### src/rtl/rtc_seg_pkg.sv
// rtc_seg_pkg
// Shared definitions for the 7-segment scan capture monitor.
//   - state_t     : per-select dwell states of the capture FSM
//   - NUM_DIGITS  : number of sampled digit positions (0..5)
//   - SEG_0..SEG_9: lit-segment patterns (g..a, active high) for each BCD digit
//   - seg_to_bcd  : maps an active-low g..a pattern to {err, nibble}
package rtc_seg_pkg;

  typedef enum logic [1:0] {
    S_WAIT   = 2'd0,
    S_SETTLE = 2'd1,
    S_HOLD   = 2'd2
  } state_t;

  localparam int NUM_DIGITS = 6;

  localparam logic [6:0] SEG_0 = 7'h3F;
  localparam logic [6:0] SEG_1 = 7'h06;
  localparam logic [6:0] SEG_2 = 7'h5B;
  localparam logic [6:0] SEG_3 = 7'h4F;
  localparam logic [6:0] SEG_4 = 7'h66;
  localparam logic [6:0] SEG_5 = 7'h6D;
  localparam logic [6:0] SEG_6 = 7'h7D;
  localparam logic [6:0] SEG_7 = 7'h07;
  localparam logic [6:0] SEG_8 = 7'h7F;
  localparam logic [6:0] SEG_9 = 7'h6F;

  // The bus drives segments active-low, so the pattern is inverted before
  // matching. Anything that is not one of the ten digit shapes (including a
  // blanked digit) decodes to 4'hF with the error flag set.
  function automatic logic [4:0] seg_to_bcd(input logic [6:0] seg_n);
    logic [6:0] lit;
    logic [4:0] result;
    lit    = ~seg_n;
    result = {1'b1, 4'hF};
    case (lit)
      SEG_0:   result = {1'b0, 4'd0};
      SEG_1:   result = {1'b0, 4'd1};
      SEG_2:   result = {1'b0, 4'd2};
      SEG_3:   result = {1'b0, 4'd3};
      SEG_4:   result = {1'b0, 4'd4};
      SEG_5:   result = {1'b0, 4'd5};
      SEG_6:   result = {1'b0, 4'd6};
      SEG_7:   result = {1'b0, 4'd7};
      SEG_8:   result = {1'b0, 4'd8};
      SEG_9:   result = {1'b0, 4'd9};
      default: result = {1'b1, 4'hF};
    endcase
    return result;
  endfunction

endpackage

### src/rtl/rtc_seg_decode.sv
// rtc_seg_decode
// Purely combinational 7-segment to BCD decoder, reusable by any monitor
// that watches an active-low segment bus.
//   segments [7:0] in  : active-low segments, [7]=dp, [6:0]=g..a
//   nibble   [3:0] out : decoded BCD value, 4'hF when the pattern is illegal
//   err            out : high when the pattern matches no digit
module rtc_seg_decode
  import rtc_seg_pkg::*;
(
  input  logic [7:0] segments,
  output logic [3:0] nibble,
  output logic       err
);

  // The decimal point carries no digit information.
  logic dp_unused;
  assign dp_unused = segments[7];

  // Straight table lookup on g..a.
  always_comb begin
    {err, nibble} = seg_to_bcd(segments[6:0]);
  end

endmodule

### src/rtl/rtc_seg_capture.sv
// rtc_seg_capture
// Passive monitor on a multiplexed 7-segment display bus. Follows the digit
// scan, waits for each select to settle, decodes the segments back to BCD
// and commits a full 6-digit frame once every digit has been captured.
//   SETTLE_CYCLES  : cycles a select must be stable before sampling (>=1)
//   TIMEOUT_CYCLES : cycles without a commit before scan loss is flagged (>=2)
//   i_sys_clk           in  : system clock
//   i_reset_n           in  : asynchronous active-low reset
//   i_digits      [7:0] in  : digit select, active-low one-cold
//   i_segments    [7:0] in  : segments, active-low, [7]=dp, [6:0]=g..a
//   o_count      [23:0] out : last committed count, packed BCD, digit 0 in [3:0]
//   o_count_valid       out : one-cycle pulse when o_count updates
//   o_frame_err         out : one-cycle pulse when a frame completes with an
//                             illegal pattern
//   o_scan_lost         out : high while no commit for TIMEOUT_CYCLES cycles
module rtc_seg_capture
  import rtc_seg_pkg::*;
#(
  parameter int SETTLE_CYCLES  = 4,
  parameter int TIMEOUT_CYCLES = 65536
) (
  input  logic        i_sys_clk,
  input  logic        i_reset_n,
  input  logic [7:0]  i_digits,
  input  logic [7:0]  i_segments,
  output logic [23:0] o_count,
  output logic        o_count_valid,
  output logic        o_frame_err,
  output logic        o_scan_lost
);

  localparam int SW = $clog2(SETTLE_CYCLES + 1);
  localparam int TW = $clog2(TIMEOUT_CYCLES + 1);

  localparam logic [SW-1:0]         SETTLE_TARGET = SW'(SETTLE_CYCLES);
  localparam logic [TW-1:0]         TIMEOUT_LIMIT = TW'(TIMEOUT_CYCLES);
  localparam logic [NUM_DIGITS-1:0] ALL_SEEN      = '1;
  localparam logic [NUM_DIGITS-1:0] ONE_DIGIT     = {{(NUM_DIGITS-1){1'b0}}, 1'b1};

  // Registered copies of the bus; every decision below uses these.
  logic [7:0] digits_q;
  logic [7:0] last_digits;
  logic [7:0] segments_q;

  // Select qualification.
  logic [7:0] sel_n;
  logic       legal;
  logic [2:0] idx;
  logic       capturable;
  logic       changed;

  // Dwell FSM.
  state_t        state;
  state_t        state_next;
  logic [SW-1:0] settle_cnt;
  logic [SW-1:0] settle_next;
  logic          sample;
  logic          enter;

  // Frame assembly.
  logic [3:0]            dec_nibble;
  logic                  dec_err;
  logic [NUM_DIGITS-1:0] seen;
  logic [NUM_DIGITS-1:0] seen_next;
  logic                  frame_bad;
  logic                  frame_bad_next;
  logic [23:0]           buffer;
  logic                  commit;
  logic [TW-1:0]         idle_cnt;

  // Input registers. last_digits is one cycle behind digits_q so that a
  // select change is seen as a difference between the two.
  always_ff @(posedge i_sys_clk or negedge i_reset_n) begin
    if (!i_reset_n) begin
      digits_q    <= 8'hFF;
      last_digits <= 8'hFF;
      segments_q  <= 8'hFF;
    end else begin
      digits_q    <= i_digits;
      last_digits <= digits_q;
      segments_q  <= i_segments;
    end
  end

  // A select is legal when exactly one bit is low. Digits 6 and 7 are legal
  // (they still end a dwell) but are never captured.
  always_comb begin
    sel_n      = ~digits_q;
    legal      = (sel_n != 8'h00) && ((sel_n & (sel_n - 8'd1)) == 8'h00);
    idx        = 3'd0;
    for (int k = 0; k < 8; k++) begin
      if (sel_n[k]) idx = 3'(k);
    end
    capturable = legal && (idx < 3'(NUM_DIGITS));
    changed    = (digits_q != last_digits);
  end

  rtc_seg_decode u_decode (
    .segments (segments_q),
    .nibble   (dec_nibble),
    .err      (dec_err)
  );

  // FSM state and settle counter.
  always_ff @(posedge i_sys_clk or negedge i_reset_n) begin
    if (!i_reset_n) begin
      state      <= S_WAIT;
      settle_cnt <= '0;
    end else begin
      state      <= state_next;
      settle_cnt <= settle_next;
    end
  end

  // Next-state logic. A change while settling or holding is evaluated exactly
  // like a fresh select in S_WAIT in the same cycle, which also means a change
  // on the cycle the count would reach its target cancels that sample.
  always_comb begin
    state_next  = state;
    settle_next = settle_cnt;
    sample      = 1'b0;
    enter       = 1'b0;

    case (state)
      S_WAIT: begin
        enter = 1'b1;
      end
      S_SETTLE: begin
        if (changed) begin
          enter = 1'b1;
        end else begin
          settle_next = settle_cnt + SW'(1);
          if (settle_next == SETTLE_TARGET) begin
            sample     = 1'b1;
            state_next = S_HOLD;
          end
        end
      end
      S_HOLD: begin
        if (changed) enter = 1'b1;
      end
      default: begin
        state_next  = S_WAIT;
        settle_next = '0;
      end
    endcase

    // With a one-cycle settle the load itself reaches the target.
    if (enter) begin
      if (capturable) begin
        settle_next = SW'(1);
        if (SETTLE_TARGET == SW'(1)) begin
          sample     = 1'b1;
          state_next = S_HOLD;
        end else begin
          state_next = S_SETTLE;
        end
      end else begin
        settle_next = '0;
        state_next  = S_WAIT;
      end
    end
  end

  // The commit uses the registered mask, so it fires on the edge after the
  // sixth distinct digit lands and always sees the just-sampled nibble.
  always_comb begin
    commit         = (seen == ALL_SEEN);
    seen_next      = commit ? '0 : seen;
    frame_bad_next = commit ? 1'b0 : frame_bad;
    if (sample) begin
      seen_next      = seen_next | (ONE_DIGIT << idx);
      frame_bad_next = frame_bad_next | dec_err;
    end
  end

  // Frame buffer, seen mask and outputs. The buffer is never cleared by a
  // commit; a re-sampled digit simply overwrites its slot.
  always_ff @(posedge i_sys_clk or negedge i_reset_n) begin
    if (!i_reset_n) begin
      buffer        <= '0;
      seen          <= '0;
      frame_bad     <= 1'b0;
      o_count       <= '0;
      o_count_valid <= 1'b0;
      o_frame_err   <= 1'b0;
    end else begin
      if (sample) begin
        buffer[{idx, 2'b00} +: 4] <= dec_err ? 4'hF : dec_nibble;
      end
      seen          <= seen_next;
      frame_bad     <= frame_bad_next;
      o_count_valid <= commit && !frame_bad;
      o_frame_err   <= commit && frame_bad;
      if (commit && !frame_bad) o_count <= buffer;
    end
  end

  // Scan-health timer: any commit restarts it, otherwise it saturates.
  always_ff @(posedge i_sys_clk or negedge i_reset_n) begin
    if (!i_reset_n) begin
      idle_cnt <= '0;
    end else if (commit) begin
      idle_cnt <= '0;
    end else if (idle_cnt != TIMEOUT_LIMIT) begin
      idle_cnt <= idle_cnt + TW'(1);
    end
  end

  assign o_scan_lost = (idle_cnt == TIMEOUT_LIMIT);

endmodule

### config.mk
export PLATFORM = sky130hd
export DESIGN_NAME = rtc_seg_capture
export DESIGN_NICKNAME = d
export VERILOG_FILES = /design/src/rtl/rtc_seg_pkg.sv /design/src/rtl/rtc_seg_decode.sv /design/src/rtl/rtc_seg_capture.sv
export SDC_FILE = /design/constraint.sdc
export NUM_CORES = 1
export LEC_CHECK = 0
export ABC_AREA = 1
export CORE_ASPECT_RATIO = 1.1
export CORE_UTILIZATION = 35
export DETAILED_ROUTE_END_ITERATION = 7
export GPL_TIMING_DRIVEN = 0
export PLACE_DENSITY = 0.61
export REMOVE_ABC_BUFFERS = 1
export SYNTH_ARGS = -nofsm -noshare
export SYNTH_HDL_FRONTEND = slang
export SYNTH_HIERARCHICAL = 1
export SYNTH_SLANG_ARGS = --single-unit
### constraint.sdc
create_clock -name i_sys_clk -period 7.42 [get_ports i_sys_clk]
set_input_delay 1.113 -clock i_sys_clk [delete_from_list [all_inputs] [get_ports i_sys_clk]]
set_output_delay 1.113 -clock i_sys_clk [all_outputs]
set_load 0.01 [all_outputs]
==> results of run 1 <==
==> worst max-delay path: cells and delay by family, from the launching register on <==
family | cells | cell delay, ns
simple gates | 3 | 0.61
buf+inv | 4 | 0.72
fa+ha+maj | 1 | 0.14
flops | 1 | 0.40
==> flip-flops by register name, indices dropped and copies added, names as in the netlist <==
register and count:
digits_q 8, settle_cnt 3, buffer 24, o_frame_err 1, segments_q 7, o_count 24
last_digits 8, idle_cnt 17, frame_bad 1, o_count_valid 1, seen 6, state 2
==> power by group through the flow <==
stage	combinational [uW]	clock [uW]	sequential (uW)
2_1_floorplan	30.1	0	583
3_3_place_gp	54.2	0	584
3_5_place_dp	57.4	0	584
4_1_cts	57.5	495	574
5_1_grt	64.8	513	575
6_report	56.5	473	574
==> area by class of cell <==
cell class / instances / area, um^2
Clock buffer: 12 / 256
Inverter: 66 / 248
Clock inverter: 3 / 43.8
Timing Repair Buffer: 44 / 455
Multi-Input combinational cell: 419 / 2020
Fill cell: 1386 / 7900
Sequential cell: 102 / 2580
Tap cell: 188 / 235
==> worst paths after layout <==
| kind | from | to | slack [ns] | depth (start not counted) |
|---|---|---|---|---|
| hold reg to reg | digits_q[0] | last_digits[0] | 0.39 | 0 |
| max in group asynchronous | i_reset_n | state[1] | 5.98 | 2 |
| setup reg to reg | digits_q[2] | buffer[2] | 4.63 | 12 |
| setup / recovery | idle_cnt[0] | o_scan_lost | 4.08 | 8 |
| hold / removal | digits_q[0] | last_digits[0] | 0.39 | 0 |
| min in group asynchronous | i_reset_n | idle_cnt[13] | 0.77 | 1 |
==> metal layers <==
layer  vias to the layer above  part of all wire [%]
li1                       1968                     -
met4                         0                   2.5
met5                         -                     0
met3                        18                   3.5
met2                        54                    47
met1                      1743                    47
==> placed cells by master (no fill, tap or decap), types with 2 or more instances in the layout <==
| cell | n |
|---|---|
| a21oi_1 | 10 |
| clkbuf_16 | 9 |
| clkbuf_8 | 2 |
| clkdlybuf4s50_1 | 42 |
| dfrtp_1 | 79 |
| dfstp_2 | 23 |
| ha_1 | 15 |
| inv_1 | 58 |
| inv_2 | 8 |
| nand2_1 | 223 |
| nand2_2 | 4 |
| nand3_1 | 24 |
| nand3_2 | 5 |
| nand4_1 | 18 |
| nor2_1 | 52 |
| nor2_2 | 8 |
| nor2_4 | 3 |
| nor3_1 | 10 |
| nor4_1 | 7 |
| o21ai_0 | 21 |
| o21ai_1 | 2 |
| or2_2 | 3 |
| xnor2_1 | 3 |
| xor2_1 | 3 |
==> metrics by stage <==
step / std cells / hold slack, ns / util, %
3_3_place_gp: 818 / 0.380 / 40.2
5_1_grt: 834 / 0.400 / 42.5
2_1_floorplan: 587 / 0.374 / -
6_report: 834 / 0.394 / 42.5
3_5_place_dp: 819 / 0.386 / 40.3
4_1_cts: 834 / 0.395 / 42.5
==> flow_summary.toml, run 1 <==
[layout]
finalNetCount = 675
drive_gt1_share_pct = 11.3
fin_area_mm2 = 0.00584
syn_to_final_growth_pct = 18.8
diodes = 0

[timing]
setup_violations = 0
layout_setup_ws_ns = 4.08
finalCritPeriodShare_pct = 45.0
fmax_ghz = 0.300
rsz0062_at_grt = "no"
period_needed_ns = 3.34
slew_viol_final = 0
report.final.hold_viol_count = 0
slew_headroom_pct = 54.6
tns_ns = 0
clock_skew_ns = 0.00469
worstMarginPinSlew_ns = 0.680

[power]
p_clk_share_pct = 42.9
powerDensity_mw_per_mm2 = 189
cellLeakagePower_uw = 0.00292
pwr-share-seq_pct = 52.0
total_power_uw = 1100
pwr-share-comb_pct = 5.1
netSwitchingPower_uw = 239
p_int_uw = 865
peakVddDrop_v = 0.000106
switching_share_pct = 21.6

[placed_design]
hpwl_um = 6870
place_ws_ns = 4.44
placed_cell_area_mm2 = 0.00554
gp_congestion = 0.824
io_buffers = 43

[global_route]
antenna_found_initial = 0
grtUsageTotal_pct = 13.9
met2_usage_pct = 23.1
grt_max_degree = 54
grt_pass1_vias = 3749
grt_first_pass_wirelength_um = 16000
grt.busiest_layer = "met2"
use_met3_pct = 3.39
grtUsageMet1_pct = 16.5
grt_overflow_total = 0

[critical_path]
start_kind = "register"
end_kind = "output port"
crit_top_cell = "inv_1"
cp.arrival_ns = 2.22
crit_type = "register to output port"
path_cells = "inv_1 -> ha_1 -> inv_1 -> nor4_1 -> nand4_1 -> nand2b_1 -> inv_1 -> clkdlybuf4s50_1"
path_max_fanout = 3
worstPathRequired_ns = 6.31
crit_slowest_cell = "clkdlybuf4s50_1"
slowest_delay_ns = 0.52

[flow_run]
cap_viol_max_count = 0

[clock_tree]
clk_latency_ns = 0.35
tritoncts = "built"
post-cts-setup-buffers = 0
cts_buffer_depth = 2
cts_inserted_buffers = 9
cts_root_buf = "clkbuf_16"
htreeDepth = 3
cts-resized-gates = 0
cts_sinks = 102
clk_pin_slew_worst_paths_ns = 0.06
postCtsHoldBufs = 0

[drt]
drt_iter0_drc = 148
wire_per_inst_um = 11.1
firstDrtPassIters = 4
postRouteAntennaNets = 0
drc = 0
via_per_inst = 4.54
wirelength_um = 9240
num_vias = 3783

[floorplan]
ios = 45
die_w_um = 115
die_area_mm2 = 0.0145
die-height_um = 126
core-area_mm2 = 0.0137
row_count = 45
initial_core_util_pct = 35.8

[synth]
synth_area_mm2 = 0.00492
syn-mean-instance-area_um2 = 8.22
yosysWarnings = 6
netlist_instances = 598

[hold_path]
worstHoldPathType = "register to register"

[outcome]
status = "complete, no violations"
(Power assumes the default switching activity.)
==> run 2: changes to the inputs <==
--- a/config.mk
+++ b/config.mk
@@ -10,7 +10,7 @@
 export CORE_UTILIZATION = 35
 export DETAILED_ROUTE_END_ITERATION = 7
 export GPL_TIMING_DRIVEN = 0
-export PLACE_DENSITY = 0.61
+export PLACE_DENSITY = 0.63
 export REMOVE_ABC_BUFFERS = 1
 export SYNTH_ARGS = -nofsm -noshare
 export SYNTH_HDL_FRONTEND = slang
==> constraint.sdc (replaced) <==
create_clock -name i_sys_clk -period 3 [get_ports i_sys_clk]
set_input_delay 0.45 -clock i_sys_clk [delete_from_list [all_inputs] [get_ports i_sys_clk]]
set_output_delay 0.45 -clock i_sys_clk [all_outputs]
set_load 0.01 [all_outputs]
==> run 2 against run 1 <==
Effect of this change: sequential power increased by 150%; first-iteration DRC count increased by 43%; critical path depth grew 4; critical path type is now register to register; via count rose by 1.9%; register-to-register slack got worse by 4.4 ns; worst hold slack worse by 0.29 ns; die area unchanged; largest power group unchanged; flip-flop and latch count is the same; clock power rose to 2.8 times the previous value.
==> flow_summary.toml, run 2 (synthesis results as in run 1) <==
[placed_design]
gp_congestion = 0.810
hpwl_um = 7070
placed_cell_area_mm2 = 0.00554
post-place-cells = 819
io_buffers = 43

[timing]
worstMarginPinSlew_ns = 0.690
period_needed_ns = 2.75
slew_viol_final = 0
rsz0062_at_grt = "no"
slew_headroom_pct = 53.9
clock_skew_ns = 0.00576
whs_ns = 0.107
fmax_ghz = 0.363
finalCritPeriodShare_pct = 91.8
setup_violations = 0
report.final.hold_viol_count = 0

[layout]
mostFrequentLayoutCells = "nand2_1, dfrtp_1, inv_1"
largestRegisters = "buffer: 24 flops, o_count: 24 flops, idle_cnt: 17 flops"
multi_input_area_mm2 = 0.00202
drive_gt1_share_pct = 11.7
final_common_cell = "nand2_1"
syn_to_final_growth_pct = 19.8
diodes = 0
fin_util_pct = 42.9
finalNetCount = 675
fill_cells = 1393
fin_area_mm2 = 0.00589
regArea_mm2 = 0.00258
layout.cells.non_filler = 835

[critical_path]
start_kind = "register"
reg2regPathDepth = 12
slowest_delay_ns = 0.58
reg2reg_slack_ns = 0.25
end_kind = "register"
path_cells = "inv_1 -> o21ai_1 -> nand2_1 -> nand2_2 -> inv_1 -> ha_1 -> ha_1 -> nand2_1 -> nor2_2 -> nand2_1 -> nand2_1 -> nand2_1"
cp-startpoint = "digits_q[4]"
rr_endpoint = "buffer[1]"
crit_top_cell = "nand2_1"
path_max_fanout = 13
r2r-start = "digits_q[4]"
cp.arrival_ns = 2.99
crit_type = "register to register"
worstPathRequired_ns = 3.24
crit_slowest_cell = "dfstp_2"

[outcome]
status = "complete, no violations"

[global_route]
grtUsageTotal_pct = 14.5
antenna_found_initial = 0
grt_pass1_vias = 3825
grt_max_degree = 55
grt_overflow_total = 0
grt_first_pass_wirelength_um = 16800

[floorplan]
die-height_um = 126
die_w_um = 115
die_area_mm2 = 0.0145
core-area_mm2 = 0.0137
ios = 45
row_count = 45
initial_core_util_pct = 35.8

[power]
total_power_uw = 2890
peakVddDrop_v = 0.000354
powerDensity_mw_per_mm2 = 491
cellLeakagePower_uw = 0.00293

[clock_tree]
htreeDepth = 3
cts_root_buf = "clkbuf_16"
clk_pin_slew_worst_paths_ns = 0.07
tritoncts = "built"
post-cts-setup-buffers = 0
cts_buffer_depth = 2
clk_latency_ns = 0.35
postCtsHoldBufs = 0
cts_inserted_buffers = 9
cts_sinks = 102

[drt]
wire_per_inst_um = 11.4
drt_iter0_drc = 211
drc = 0
wirelength_um = 9490
num_vias = 3853
via_per_inst = 4.61
firstDrtPassIters = 4
postRouteAntennaNets = 0

[flow_run]
cap_viol_max_count = 0

[hold_path]
worstHoldPathType = "input pin to asynchronous set/reset pin"
## run 2: layout make-up
| cell class | count | share of cell area [%] |
|---|---|---|
| clock buffers | 9 | 3.82 |
| clock inverters | 7 | 2.04 |
| inverters | 66 | 4.21 |
| multi-input cells | 419 | 34.4 |
| flip-flops and latches | 102 | 43.8 |
| well taps | 188 | 3.99 |
| repair buffers | 44 | 7.73 |
## run 2: where the power goes
part / switching [uW] / leakage (uW) / internal, uW
sequential: 16.3 / 0.00133 / 1400
clock: 514 / 0.000166 / 819
combinational: 90.9 / 0.00144 / 49.1
total: 621 / 0.00293 / 2270
## run 2: how the worst max path moves through the flow
stage          slack (ns)        end  cells past startpoint
2_1_floorplan        0.62  buffer[2]                     12
3_3_place_gp        -2.08   state[1]                      1
3_5_place_dp         0.22  buffer[1]                     12
4_1_cts              0.22  buffer[1]                     12
5_1_grt              0.01  buffer[1]                     12
6_report             0.25  buffer[1]                     12
## run 2: timing repair
item / 4_1_cts / 5_1_grt
endpoints found under the setup margin: 0 / 1
gates resized for setup: 0 / 1
hold endpoints to repair: 0 / 0
## run 2: stage by stage
stage	TNS, ns	worst slack (ns)
floorplan	0	0.618
global placement	-185.16	-2.08
global route	0	0.0128
CTS	0	0.219
detailed placement	0	0.224
finish	0	0.245
## run 2: critical path, delay by kind of cell (launching register included)
kind / cells / cell delay [ns]
AO/OA/AOI/OAI: 1 / 0.15
adder cells (fa/ha/maj): 2 / 0.78
buffers and inverters: 2 / 0.24
flip-flops: 1 / 0.58
AND/OR/NAND/NOR: 7 / 0.89
## run 2: routing by layer
metal / vias up / wire (um) / track usage (%)
met4: 0 / 123 / 4.89
met2: 60 / 4720 / 24.7
met3: 11 / 379 / 4.73
met5: - / 0 / 0
li1: 1962 / - / -
met1: 1820 / 4270 / 17.1
==> run 3: changes to the inputs <==
--- a/config.mk
+++ b/config.mk
@@ -12,6 +12,7 @@
 export GPL_TIMING_DRIVEN = 0
 export PLACE_DENSITY = 0.63
 export REMOVE_ABC_BUFFERS = 1
+export SETUP_SLACK_MARGIN = 0.02
 export SYNTH_ARGS = -nofsm -noshare
 export SYNTH_HDL_FRONTEND = slang
 export SYNTH_HIERARCHICAL = 1
==> run 3 against run 2 <==
Effect of this change: maximum frequency up 1.6%; setup slack better by 0.044 ns; clock skew about the same; combinational power about the same; die area unchanged; core utilization about the same; critical endpoint is now o_scan_lost; largest cell class unchanged; highest routed layer unchanged.
==> flow_summary.toml, run 3 (synthesis results as in run 1) <==
[critical_path]
reg2reg_slack_ns = 0.31
path_max_fanout = 3
end_kind = "output port"
worstPathRequired_ns = 2.55
cp-endpoint = "o_scan_lost"
r2r-start = "digits_q[4]"
rr_endpoint = "buffer[1]"
cp.arrival_ns = 2.26
crit_type = "register to output port"
cp-startpoint = "idle_cnt[0]"
start_kind = "register"
reg2regPathDepth = 12

[global_route]
antenna_found_initial = 0
grt_pass1_vias = 3825
grtUsageTotal_pct = 14.5
grt_overflow_total = 0
grt_first_pass_wirelength_um = 16800
grt_max_degree = 55

[power]
switching_share_pct = 21.4
p_int_uw = 2270
peakVddDrop_v = 0.000354
powerDensity_mw_per_mm2 = 491
cellLeakagePower_uw = 0.00293
total_power_uw = 2890
pwr-share-comb_pct = 4.9
p_clk_share_pct = 46.0
netSwitchingPower_uw = 620
pwr-share-seq_pct = 49.1

[drt]
postRouteAntennaNets = 0
wire_per_inst_um = 11.4
drt_iter0_drc = 228
drc = 0
wirelength_um = 9510
via_per_inst = 4.64
firstDrtPassIters = 6
num_vias = 3872

[floorplan]
ios = 45
initial_core_util_pct = 35.8
die-height_um = 126
die_w_um = 115
row_count = 45
die_area_mm2 = 0.0145
core-area_mm2 = 0.0137

[clock_tree]
clk_pin_slew_worst_paths_ns = 0.07
cts_sinks = 102
cts_inserted_buffers = 9
htreeDepth = 3
tritoncts = "built"
clk_latency_ns = 0.35
cts_root_buf = "clkbuf_16"
postCtsHoldBufs = 0
cts_buffer_depth = 2

[timing]
whs_ns = 0.110
fmax_ghz = 0.369
layout_setup_ws_ns = 0.290
slew_viol_final = 0
worstMarginPinSlew_ns = 0.698
period_needed_ns = 2.71
rsz0062_at_grt = "no"
finalCritPeriodShare_pct = 90.3
setup_violations = 0
clock_skew_ns = 0.00549
slew_headroom_pct = 53.4
report.final.hold_viol_count = 0

[placed_design]
hpwl_um = 7070
placed_cell_area_mm2 = 0.00554
gp_congestion = 0.810
place_ws_ns = 0.224
io_buffers = 43

[hold_path]
worstHoldPathType = "input pin to asynchronous set/reset pin"

[layout]
mostFrequentLayoutCells = "nand2_1, dfrtp_1, inv_1"
drive_gt1_share_pct = 11.9
largestRegisters = "buffer: 24 flops, o_count: 24 flops, idle_cnt: 17 flops"
diodes = 0
finalNetCount = 675
fin_util_pct = 42.9
final_common_cell = "nand2_1"
syn_to_final_growth_pct = 19.9
fin_area_mm2 = 0.00589
fill_cells = 1394

[outcome]
status = "complete, no violations"

[flow_run]
cap_viol_max_count = 0
## run 3: changes by cell type in the layout (fill, tap and decap cells not counted)
cell  previous run  this run
ha_1            14        13
ha_2             1         2
## run 3: cell type report
class	count	area, um^2	area share, %
sequential	102	2580	43.8
clock buffer	9	225	3.82
clock inverter	7	120	2.04
multi-input combinational	419	2030	34.4
timing repair buffer	44	455	7.73
inverter	66	248	4.20
tap	188	235	3.99
## run 3: worst min path at each step
stage / from / end / slack (ns) / cells past startpoint
6_report: i_reset_n / idle_cnt[15] / 0.11 / 1
3_5_place_dp: digits_q[6] / last_digits[6] / 0.38 / 0
4_1_cts: i_reset_n / idle_cnt[15] / 0.13 / 1
5_1_grt: i_reset_n / buffer[16] / 0.16 / 1
2_1_floorplan: i_reset_n / buffer[0] / 0.15 / 0
3_3_place_gp: digits_q[6] / last_digits[6] / 0.38 / 0
## run 3: worst max-delay path, stage by stage (launching register included)
cell	delay, ns
dfrtp_1	0.40
inv_1	0.11
ha_1	0.15
inv_1	0.05
nor4_1	0.26
nand4_1	0.19
nand2b_1	0.18
inv_1	0.05
clkdlybuf4s50_1	0.52
## run 3: per-layer routing
layer	vias up	share of wire, %	GRT usage [%]
li1	1964	-	-
met4	0	1.2	4.89
met5	-	0	0
met1	1825	45	17.1
met2	73	50	24.7
met3	10	4.3	4.73
## run 3: power groups by stage
stage,sequential [uW],clock [uW],combinational (uW)
6_report,1420,1330,141
4_1_cts,1420,1380,142
2_1_floorplan,1440,0,74.4
3_3_place_gp,1440,0,133
3_5_place_dp,1450,0,142
5_1_grt,1420,1440,162
## run 3: timing repair
item	CTS	global route
setup endpoints to repair	0	4
gates resized for setup	0	2
setup buffers	0	0
## run 3: metrics by stage
stage | std cells | TNS, ns
after CTS | 835 | 0
after detailed placement | 819 | 0
final | 835 | 0
after global placement | 818 | -185.16
after floorplan | 587 | 0
after global routing | 835 | 0
